[src/rtl/csa_final_adder_pkg.sv]
// Shared definitions for the carry-save final adder: state encoding and chunking helpers.
package csa_final_adder_pkg;

    typedef enum logic [1:0] {
        StIdle = 2'd0,
        StAdd  = 2'd1,
        StDone = 2'd2
    } state_e;

    function automatic int unsigned nchunk_f(input int unsigned bits, input int unsigned chunk);
        return (2 * bits) / chunk;
    endfunction

    // The index register needs at least one bit, even when there is a single chunk.
    function automatic int unsigned idx_width_f(input int unsigned nchunk);
        return (nchunk > 1) ? $clog2(nchunk) : 1;
    endfunction

endpackage

[src/rtl/csa_chunk_add.sv]
// Combinational CHUNK-bit adder with carry in and carry out.
module csa_chunk_add #(
    parameter int unsigned CHUNK = 16
) (
    input  logic [CHUNK-1:0] a_i,
    input  logic [CHUNK-1:0] b_i,
    input  logic             cin_i,
    output logic [CHUNK-1:0] sum_o,
    output logic             cout_o
);

    assign {cout_o, sum_o} = {1'b0, a_i} + {1'b0, b_i} + {{CHUNK{1'b0}}, cin_i};

endmodule

[src/rtl/csa_final_adder.sv]
// Resolves a carry-save (z, c) pair into z + c, CHUNK bits per cycle with a registered carry.
module csa_final_adder
    import csa_final_adder_pkg::*;
#(
    parameter int unsigned bits   = 32,
    parameter int unsigned CHUNK  = 16,
    parameter int unsigned NCHUNK = nchunk_f(bits, CHUNK)
) (
    input  logic              clk,
    input  logic              rst,
    input  logic              in_valid,
    output logic              in_ready,
    input  logic [2*bits-1:0] z,
    input  logic [2*bits-1:0] c,
    output logic              out_valid,
    input  logic              out_ready,
    output logic [2*bits-1:0] p,
    output logic              busy
);

    localparam int unsigned W  = 2 * bits;
    localparam int unsigned IW = idx_width_f(NCHUNK);
    localparam logic [IW-1:0] LastIdx = IW'(NCHUNK - 1);

    if ((W % CHUNK) != 0) begin : g_bad_chunk
        $error("csa_final_adder: 2*bits must be a multiple of CHUNK");
    end
    if (NCHUNK != W / CHUNK) begin : g_bad_nchunk
        $error("csa_final_adder: NCHUNK is derived and must not be overridden");
    end

    state_e         state_q;
    logic [W-1:0]   z_q, c_q, p_q;
    logic [IW-1:0]  idx_q;
    logic           carry_q;
    logic           out_valid_q;
    logic           busy_q;

    logic [CHUNK-1:0] a_sel, b_sel, sum;
    logic             cout;

    // Select operand chunk k = idx_q for the single shared adder.
    always_comb begin
        a_sel = '0;
        b_sel = '0;
        for (int unsigned k = 0; k < NCHUNK; k++) begin
            if (idx_q == IW'(k)) begin
                a_sel = z_q[k*CHUNK +: CHUNK];
                b_sel = c_q[k*CHUNK +: CHUNK];
            end
        end
    end

    csa_chunk_add #(
        .CHUNK (CHUNK)
    ) u_chunk_add (
        .a_i    (a_sel),
        .b_i    (b_sel),
        .cin_i  (carry_q),
        .sum_o  (sum),
        .cout_o (cout)
    );

    always_ff @(posedge clk) begin
        if (rst) begin
            state_q     <= StIdle;
            z_q         <= '0;
            c_q         <= '0;
            p_q         <= '0;
            idx_q       <= '0;
            carry_q     <= 1'b0;
            out_valid_q <= 1'b0;
            busy_q      <= 1'b0;
        end else begin
            case (state_q)
                StIdle: begin
                    if (in_valid) begin
                        z_q     <= z;
                        c_q     <= c;
                        carry_q <= 1'b0;
                        idx_q   <= '0;
                        busy_q  <= 1'b1;
                        state_q <= StAdd;
                    end
                end
                StAdd: begin
                    for (int unsigned k = 0; k < NCHUNK; k++) begin
                        if (idx_q == IW'(k)) begin
                            p_q[k*CHUNK +: CHUNK] <= sum;
                        end
                    end
                    // Carry out of the top chunk lands here and is never used.
                    carry_q <= cout;
                    idx_q   <= idx_q + 1'b1;
                    if (idx_q == LastIdx) begin
                        out_valid_q <= 1'b1;
                        state_q     <= StDone;
                    end
                end
                StDone: begin
                    if (out_ready) begin
                        out_valid_q <= 1'b0;
                        busy_q      <= 1'b0;
                        state_q     <= StIdle;
                    end
                end
                default: begin
                    out_valid_q <= 1'b0;
                    busy_q      <= 1'b0;
                    state_q     <= StIdle;
                end
            endcase
        end
    end

    assign in_ready  = (state_q == StIdle);
    assign out_valid = out_valid_q;
    assign p         = p_q;
    assign busy      = busy_q;

endmodule

[config.mk]
export PLATFORM = sky130hd
export DESIGN_NAME = csa_final_adder
export DESIGN_NICKNAME = d
export VERILOG_FILES = /design/src/rtl/csa_final_adder_pkg.sv /design/src/rtl/csa_chunk_add.sv /design/src/rtl/csa_final_adder.sv
export SDC_FILE = /design/constraint.sdc
export NUM_CORES = 1
export LEC_CHECK = 0
export ABC_AREA = 1
export CAP_MARGIN = 10
export CORE_MARGIN = 2
export CORE_UTILIZATION = 45
export CTS_CLUSTER_SIZE = 16
export DETAILED_ROUTE_END_ITERATION = 10
export PLACE_DENSITY = 0.76
export SLEW_MARGIN = 20
export SYNTH_ARGS = -nofsm -noshare
export SYNTH_HDL_FRONTEND = slang
export SYNTH_SLANG_ARGS = --single-unit
[constraint.sdc]
create_clock -name clk -period 3.59 [get_ports clk]
set_input_delay 0.5385 -clock clk [delete_from_list [all_inputs] [get_ports clk]]
set_output_delay 0.5385 -clock clk [all_outputs]
set_load 0.01 [all_outputs]
Word-level counts from Yosys, hierarchy flattened
Cells that the tools add are included.
{ "totals": {"regBits": 199, "in_bits": 132, "out_inout_bits": 67, "word_cells": 57} }
{ "op_classes": {"n_addsub": 3, "eq_ne": 8, "n_mux": 21, "n_bitwise": 2, "n_reduce_logical": 12} }
{ "op_table": {"columns": ["operator", "count"], "rows": [
  ["$mux W16", 8],
  ["$add A16 B16 Y17", 1],
  ["$add A17 B1 Y17", 1],
  ["$reduce_and A2 Y1", 6],
  ["$reduce_and A3 Y1", 3],
  ["$mux W2", 4],
  ["$eq A2 B2 Y1 const B", 3],
  ["$ne A2 B2 Y1 const B", 3],
  ["$pmux W1 S3", 2],
  ["$pmux W2 S3", 1],
  ["$eq A2 B1 Y1 const B", 2],
  ["$logic_not A2 Y1", 2],
  ["$mux W1", 4],
  ["$pmux W2 S2", 1],
  ["$add A2 B1 Y2 const B", 1],
  ["$not A1 Y1", 2],
  ["$pmux W1 S2", 1],
  ["$reduce_bool A2 Y1", 1]
]} }

Logic depth before layout (Yosys ltp)
Gate-level depths: netlist of run 1.
{ "logic_depth": {"depth_word": 8, "ltp_mapped": 24, "ltp_nobuf": 22} }

Hierarchy
Synthesis of run 1 repeated with hierarchy kept, for this count alone.
{ "hier_totals": {"hier_cells": 1470, "hier_area_um2": 9590.4} }
{ "modules_own_cells": {"columns": ["mod", "instances", "cells_per_inst", "area_per_inst_um2", "seq_area_each_um2"], "rows": [
  ["csa_final_adder", 1, 1286, 8604.5, 3983.8],
  ["csa_chunk_add", 1, 184, 985.9, 0.0]
]} }

Worst setup path before layout of run 1
Ideal clock, no wire load.
{ "synth_path": {"path_kind": "reg-to-reg", "start": "reg idx_q[1]", "end": "reg p_q[24], in the netlist p[24]", "setup_ns": 0.109, "t_arrival_ns": 2.747, "t_required_ns": 3.481, "slack_ns": 0.734, "stages_incl_launch_ff": 23, "n_path_buf": 2, "period_less_slack_ns": 2.856, "path_cell_list": "dfxtp_1 inv_1 ha_1 buf_2 inv_2 nand2_1 inv_2 buf_2 a22oi_1 o21ai_0 o21ai_0 fa_1 inv_1 fa_1 nand2_1 nand2_1 and2_1 nand2_1 nand2_2 xnor2_2 nand2_1 nand2_1 inv_1"} }
{ "synth_between": {"elab_chain_cells": 7, "elab_cells_between_ends": 15, "cone_classes": "add/sub: 2; eq/ne: 3; mux: 8; reduce/logical: 2"} }
{ "synth_lines": {"columns": ["element", "line", "text"], "rows": [
  ["start, declared", "csa_final_adder.sv:34", "logic [IW-1:0] idx_q;"],
  ["start signal, assigned", "csa_final_adder.sv:94", "idx_q <= idx_q + 1'b1;"],
  ["$logic_not A2 Y1", "csa_final_adder.sv:47", "if (idx_q == IW'(k)) begin"],
  ["$mux W16 (4 in a row)", "csa_final_adder.sv:47", null],
  ["$add A16 B16 Y17", "csa_chunk_add.sv:12", "assign {cout_o, sum_o} = {1'b0, a_i} + {1'b0, b_i} + {{CHUNK{1'b0}}, cin_i};"],
  ["$add A17 B1 Y17", "csa_chunk_add.sv:12", null],
  ["end signal, assigned by index", "csa_final_adder.sv:89", "p_q[k*CHUNK +: CHUNK] <= sum;"],
  ["end, declared", "csa_final_adder.sv:33", "logic [W-1:0] z_q, c_q, p_q;"]
]} }
Several ways; a longest one is shown, not always the timed one.
A chain may end at the register's enable or synchronous reset.

Worst setup path after layout of run 1
{ "layout_path": {"start": "reg idx_q[1]", "end": "reg p_q[12], in the netlist p[12]"} }
{ "layout_between": {"elab_chain_cells": 7, "elab_cells_between_ends": 15, "cone_classes": "add/sub: 2; eq/ne: 3; mux: 8; reduce/logical: 2"} }
{ "layout_lines": {"columns": ["element", "line"], "rows": [
  ["$logic_not A2 Y1", "csa_final_adder.sv:47, csa_final_adder.sv:88"],
  ["$mux W16 (4 in a row)", "csa_final_adder.sv:47"],
  ["$add A16 B16 Y17", "csa_chunk_add.sv:12"],
  ["$add A17 B1 Y17", "csa_chunk_add.sv:12"]
]} }
Several ways; a longest one is shown, not always the timed one.

==> flow_summary.yaml, run 1 <==
status:
  run_status: "completed"
clock_tree:
  root_buffer: "sky130_fd_sc_hd__clkbuf_16"
  clk_transition_reported_paths_ps: 70
  post_cts_resize_count: 0
  cts_htree_levels: 4
  clock_tree_from_tritoncts: "yes"
  post-cts-setup-buffer-count: 0
  tritoncts.num_buffers: 17
  clock_sinks: 199
  clockBufferDepth: 2
  clock_latency_ps: 440
  ctsHoldBuffers: 0
logic_synthesis:
  synth_area_leaders: "sky130_fd_sc_hd__dfxtp_1, sky130_fd_sc_hd__nor2_1, sky130_fd_sc_hd__o21ai_1"
  yosys_most_used_dff: "sky130_fd_sc_hd__dfxtp_1"
  synth.net_count: 1419
  syn_inst: 1266
  post_synth.cell_area_avg_sq_um: 7.22
  netlist_area_before_placement_sq_mm: 0.00914
  synth_largest_area_cell: "sky130_fd_sc_hd__dfxtp_1"
  synth.ff_latch_count: 199
  synthDistinctLibCells: 35
  synth_edf_count: 0
  ys_async_sr_fraction_pct: 0
  synth-seq-area-share_pct: 43.6
  yosysTopAreaCellShare_pct: 43.6
  yosysWarnings: 0
pwr:
  irDropWorstVdd_uv: 362
  cellPowerDensity_mw_per_mm2: 468
  power.leakage_uw: 0.00523
  post-layout-total-power_uw: 5500
die:
  floorplan.die_area_sq_mm: 0.0215
  placementRows: 52
  initial_cell_density_of_the_core_pct: 45.4
  ioPinCount: 199
  die_width_um: 146
  chipHeight_um: 146
  core_area_sq_mm: 0.0201
detailed_routing:
  post_drt_via_cell_ratio: 5.11
  drt_first_pass_iters: 5
  total_routed_wirelength_um: 25200
  detail-route-antenna-nets: 0
  drt_iter0_drc: 641
  route.detailed.drc: 0
  vias: 8705
  wire_per_inst_um: 14.8
cells_and_area:
  layout-drive-gt1-share_pct: 5.72
  mostFrequentLayoutCell: "sky130_fd_sc_hd__nor2_1"
  fill_cells: 1843
  antenna-diode-count: 0
  area_delta_synth_final_pct: 28.5
  finish.cell_count_without_fillers: 1703
  layout.nets: 1574
  mostFrequentLayoutCells: "sky130_fd_sc_hd__nor2_1, sky130_fd_sc_hd__dfxtp_1, sky130_fd_sc_hd__clkdlybuf4s50_1, sky130_fd_sc_hd__nand2_1, sky130_fd_sc_hd__o21ai_1"
placement:
  place_congestion: 0.939
  dp.cells: 1672
  placement.io_buffers: 198
  preCtsSetupSlack_ps: 224
  place.detailed.hpwl_um: 18600
global_route:
  globalRouteTotalUtil_pct: 23.7
  wire_length_of_the_first_global_routing_pass_um: 40400
  grt_start_max_net_pins: 122
  global_route.overflow_total: 0
  grt_antenna_before_repair: 0
  grt_pass1_vias: 8032
critical_path:
  critPathRequiredTime_ps: 3930
  critPathLaunchType: "flop"
  critPathCaptureType: "flop"
  cp.arrival_ps: 3610
  worst-setup-path-type: "reg -> reg"
  worst-path-max-fanout: 19
sta:
  report.final.setup_viol: 0
  fin_crit_ps: 3270
  worstMarginPinSlew_ps: 805
  postLayoutSetupSlackWorst_ps: 323
  fin_worst_skew_ps: 9.07
  worst_slew_margin_rel_pct: 46.3
  final_hold_viol_count: 0
  rsz0062_at_grt: "no"
  fin_crit_sh_pct: 91.0
  final-max-slew-violation-count: 0
  sum_of_negative_setup_slack_ps: 0
  hold-worst-slack_ps: 445
  fmax_mhz: 306
flow_run:
  max_cap_violations: 0
hold_path:
  timing.hold.worst.class: "reg -> reg"
[where the power goes]
part	internal (uW)	switching [uW]	leakage [uW]
Sequential	2370	93.2	0.00164
Clock	982	869	0.000271
Combinational	489	694	0.00332
Total	3840	1660	0.00523
[layer usage]
metal / track usage (%) / part of all wire [%]
met4: 8.16 / 2.6
met1: 30.5 / 43
met3: 5.19 / 7.3
met5: 0 / 0
met2: 39.3 / 47
[through the flow]
step	utilization [%]	area [sq um]
final	58.4	11700
after global routing	58.4	11700
after CTS	58.3	11700
after detailed placement	55.6	11200
after global placement	55.6	11200
after floorplan	-	9140
[worst paths after layout]
check | depth (start not counted) | from | to | slack (ps)
setup / recovery | 19 | idx_q[1] | p[12] | 320
hold / removal | 2 | out_valid | out_valid | 450
setup reg to reg | 19 | idx_q[1] | p[12] | 320
hold reg to reg | 2 | out_valid | out_valid | 450
[layout make-up]
cell class,count,area [sq um],share of cell area [%]
clock inverters,12,116,0.991
flip-flops and latches,199,3980,33.9
multi-input cells,872,4280,36.4
repair buffers,215,2130,18.2
clock buffers,19,443,3.77
inverters,116,445,3.79
well taps,270,338,2.88
[worst max-delay path, cell delays in order, from the launching register on]
cell and delay [ps]:
sky130_fd_sc_hd__dfxtp_1 390, sky130_fd_sc_hd__inv_1 90, sky130_fd_sc_hd__ha_1 210, sky130_fd_sc_hd__inv_2 70, sky130_fd_sc_hd__nand2_1 120, sky130_fd_sc_hd__inv_6 180, sky130_fd_sc_hd__a22oi_1 110, sky130_fd_sc_hd__o21ai_0 210
sky130_fd_sc_hd__o21ai_1 140, sky130_fd_sc_hd__fa_1 390, sky130_fd_sc_hd__inv_1 110, sky130_fd_sc_hd__fa_1 220, sky130_fd_sc_hd__nand2_1 60, sky130_fd_sc_hd__nand2_1 80, sky130_fd_sc_hd__and2_1 220, sky130_fd_sc_hd__nand3_1 130
sky130_fd_sc_hd__nand4_1 190, sky130_fd_sc_hd__nand3_1 120, sky130_fd_sc_hd__nand2_1 80, sky130_fd_sc_hd__inv_1 30
[cells in the mapped netlist (11+ instances only)]
cell,instances
sky130_fd_sc_hd__a21oi_1,62
sky130_fd_sc_hd__a22oi_1,24
sky130_fd_sc_hd__buf_2,20
sky130_fd_sc_hd__buf_4,11
sky130_fd_sc_hd__clkbuf_1,33
sky130_fd_sc_hd__dfxtp_1,199
sky130_fd_sc_hd__ha_1,19
sky130_fd_sc_hd__inv_1,91
sky130_fd_sc_hd__inv_2,24
sky130_fd_sc_hd__nand2_1,150
sky130_fd_sc_hd__nand3_1,45
sky130_fd_sc_hd__nor2_1,295
sky130_fd_sc_hd__o21a_1,38
sky130_fd_sc_hd__o21ai_0,56
sky130_fd_sc_hd__o21ai_1,129
sky130_fd_sc_hd__o21bai_1,12
[registers in the layout, summed over array words and instances (netlist names)]
| signal | cells |
|---|---|
| busy | 1 |
| c_q | 64 |
| carry_q | 1 |
| idx_q | 2 |
| out_valid | 1 |
| p | 64 |
| state_q | 2 |
| z_q | 64 |
[cell families after synthesis]
family | share of synthesized area, %
AOI/OAI and AO/OA | 21.1
xor gates and xnor gates | 0.658
adders and majority gates | 3.04
buffers and inverters | 9.68
DFF | 43.6
and+or+nand+nor | 21.9
No activity file was read; power rests on OpenSTA's default activity.
==> run 2: changes to the inputs <==
CORE_MARGIN = default   (was 2)
==> run 2 against run 1 <==
  * Clock skew is 3.3 ps higher
  * Combinational power about the same
  * First-iteration DRC count decreased by 9.4%
  * Largest power group unchanged
==> flow_summary.yaml, run 2 (same netlist as run 1, synthesis figures left out) <==
detailed_routing:
  route.detailed.drc: 0
  post_drt_via_cell_ratio: 5.03
  routed-wl-met3_um: 1280
  total_routed_wirelength_um: 25700
  dr_wl_met2_um: 12500
  top_sig_layer: "met4"
  drt_iter0_drc: 581
  met1Wirelength_um: 11400
  vias: 8540
  wire_per_inst_um: 15.1
  drt_first_pass_iters: 5
  detail-route-antenna-nets: 0
sta:
  fin_worst_skew_ps: 12.3
  hold-worst-slack_ps: 459
  postLayoutSetupSlackWorst_ps: 314
  fin_crit_ps: 3280
  worst_slew_margin_rel_pct: 54.6
  worstMarginPinSlew_ps: 679
  fmax_mhz: 305
  final_hold_viol_count: 0
  fin_crit_sh_pct: 91.3
  sum_of_negative_setup_slack_ps: 0
  final-max-slew-violation-count: 0
  rsz0062_at_grt: "no"
  report.final.setup_viol: 0
flow_run:
  max_cap_violations: 0
critical_path:
  critPathLaunchType: "flop"
  critPathRequiredTime_ps: 3980
  critical_path.cell_chain: "inv_1, ha_1, inv_2, nand2_1, inv_4, a22oi_1, o21ai_0, o21ai_0, fa_1, inv_1, fa_1, nand2_1, nand2_1, and2_1, xor2_1, o21bai_1, inv_1"
  critPathCaptureType: "flop"
  path_buf_inv: 5
  worst_path_max_delay_cell: "sky130_fd_sc_hd__xor2_1"
  critPathTopFamily: "adder cells"
  worst-path-max-fanout: 25
  cp.arrival_ps: 3670
  worst-setup-path-type: "reg -> reg"
  slowest_delay_ps: 430
clock_tree:
  cts_htree_levels: 4
  tritoncts.num_buffers: 17
  clockBufferDepth: 2
  root_buffer: "sky130_fd_sc_hd__clkbuf_16"
  clock_tree_from_tritoncts: "yes"
  post-cts-setup-buffer-count: 0
  clock_latency_ps: 450
  clock_sinks: 199
  clk_transition_reported_paths_ps: 70
global_route:
  grt_antenna_before_repair: 0
  globalRouteTotalUtil_pct: 25.5
  grt_start_max_net_pins: 79
  wire_length_of_the_first_global_routing_pass_um: 40400
  grt_pass1_vias: 7923
  global_route.overflow_total: 0
placement:
  place.detailed.hpwl_um: 19000
  place_congestion: 0.949
  postPlaceCellArea_sq_mm: 0.0112
  placement.io_buffers: 198
  preCtsSetupSlack_ps: 334
cells_and_area:
  mostFrequentLayoutCell: "sky130_fd_sc_hd__nor2_1"
  post-route-cell-area_sq_mm: 0.0118
  area_delta_synth_final_pct: 28.9
  layout.nets: 1572
  fill_cells: 1845
  layout-drive-gt1-share_pct: 5.59
  mostFrequentLayoutCells: "sky130_fd_sc_hd__nor2_1, sky130_fd_sc_hd__dfxtp_1, sky130_fd_sc_hd__clkdlybuf4s50_1, sky130_fd_sc_hd__nand2_1, sky130_fd_sc_hd__o21ai_1"
  antenna-diode-count: 0
die:
  placementRows: 51
  floorplan.die_area_sq_mm: 0.0209
  core_area_sq_mm: 0.0197
  chipHeight_um: 144
  initial_cell_density_of_the_core_pct: 46.5
  ioPinCount: 199
  die_width_um: 144
pwr:
  power.leakage_uw: 0.00525
  cellPowerDensity_mw_per_mm2: 475
  irDropWorstVdd_uv: 308
status:
  run_status: "completed"
hold_path:
  timing.hold.worst.class: "reg -> reg"
==> run 2: changes by cell type in the layout (fill, tap and decap cells not counted), sizes merged <==
cell / before / now
inv: 120 / 122
clkbuf: 19 / 18
buf: 17 / 15
clkinv: 5 / 7
clkinvlp: 2 / 0
==> run 2: path summary, 6_finish.rpt <==
kind | from | end | slack [ps] | cells past startpoint
worst max-delay path | idx_q[1] | p[36] | 310 | 17
worst min-delay path | out_valid | out_valid | 460 | 2
worst max register to register | idx_q[1] | p[36] | 310 | 17
worst min register to register | out_valid | out_valid | 460 | 2
==> run 2: metrics by stage <==
step	utilization, %	cells	power (uW)
global route	59.9	1697	5870
finish	59.9	1697	5600
detailed placement	56.8	1665	3690
floorplan	-	1266	3230
global placement	56.8	1665	3670
CTS	59.9	1697	5610
==> run 2: power breakdown <==
| part | switching (uW) | total (uW) | internal [uW] |
|---|---|---|---|
| clock network | 937 | 1940 | 1010 |
| registers | 92.1 | 2460 | 2370 |
| logic | 704 | 1190 | 486 |
| total | 1730 | 5600 | 3860 |
==> run 2: what timing repair did <==
| item | CTS | global route |
|---|---|---|
| setup endpoints to repair | 0 | 20 |
| gates resized for setup | 0 | 2 |
| hold buffers | 0 | 0 |
==> run 2: final cells by class <==
type / count / area (sq um) / area share (%)
flip-flops and latches: 199 / 3980 / 33.8
well taps: 265 / 332 / 2.82
repair buffers: 213 / 2130 / 18.1
inverters: 116 / 443 / 3.76
clock buffers: 18 / 429 / 3.65
clock inverters: 14 / 183 / 1.55
multi-input cells: 872 / 4270 / 36.3
==> run 2: worst register-to-register path: cells and delay by family (launching register included) <==
kind / cells / cell delay (ps)
adder cells (fa/ha/maj): 3 / 850
buffers and inverters: 5 / 590
AO/OA/AOI/OAI: 4 / 560
AND/OR/NAND/NOR: 4 / 430
XOR/XNOR: 1 / 430
flip-flops: 1 / 380
==> run 2: metal layers <==
layer / up-vias / global-route usage (%)
li1: 4417 / -
met1: 3876 / 32.5
met2: 221 / 43.9
met3: 26 / 4.37
met4: 0 / 7.87
met5: - / 0
==> run 3: changes to the inputs <==
CTS_CLUSTER_DIAMETER = 120   (was default)
HOLD_SLACK_MARGIN = 0.03   (was default)
==> results of run 3 <==
No change in the layout: final DEF, timing and power equal those of run 2.
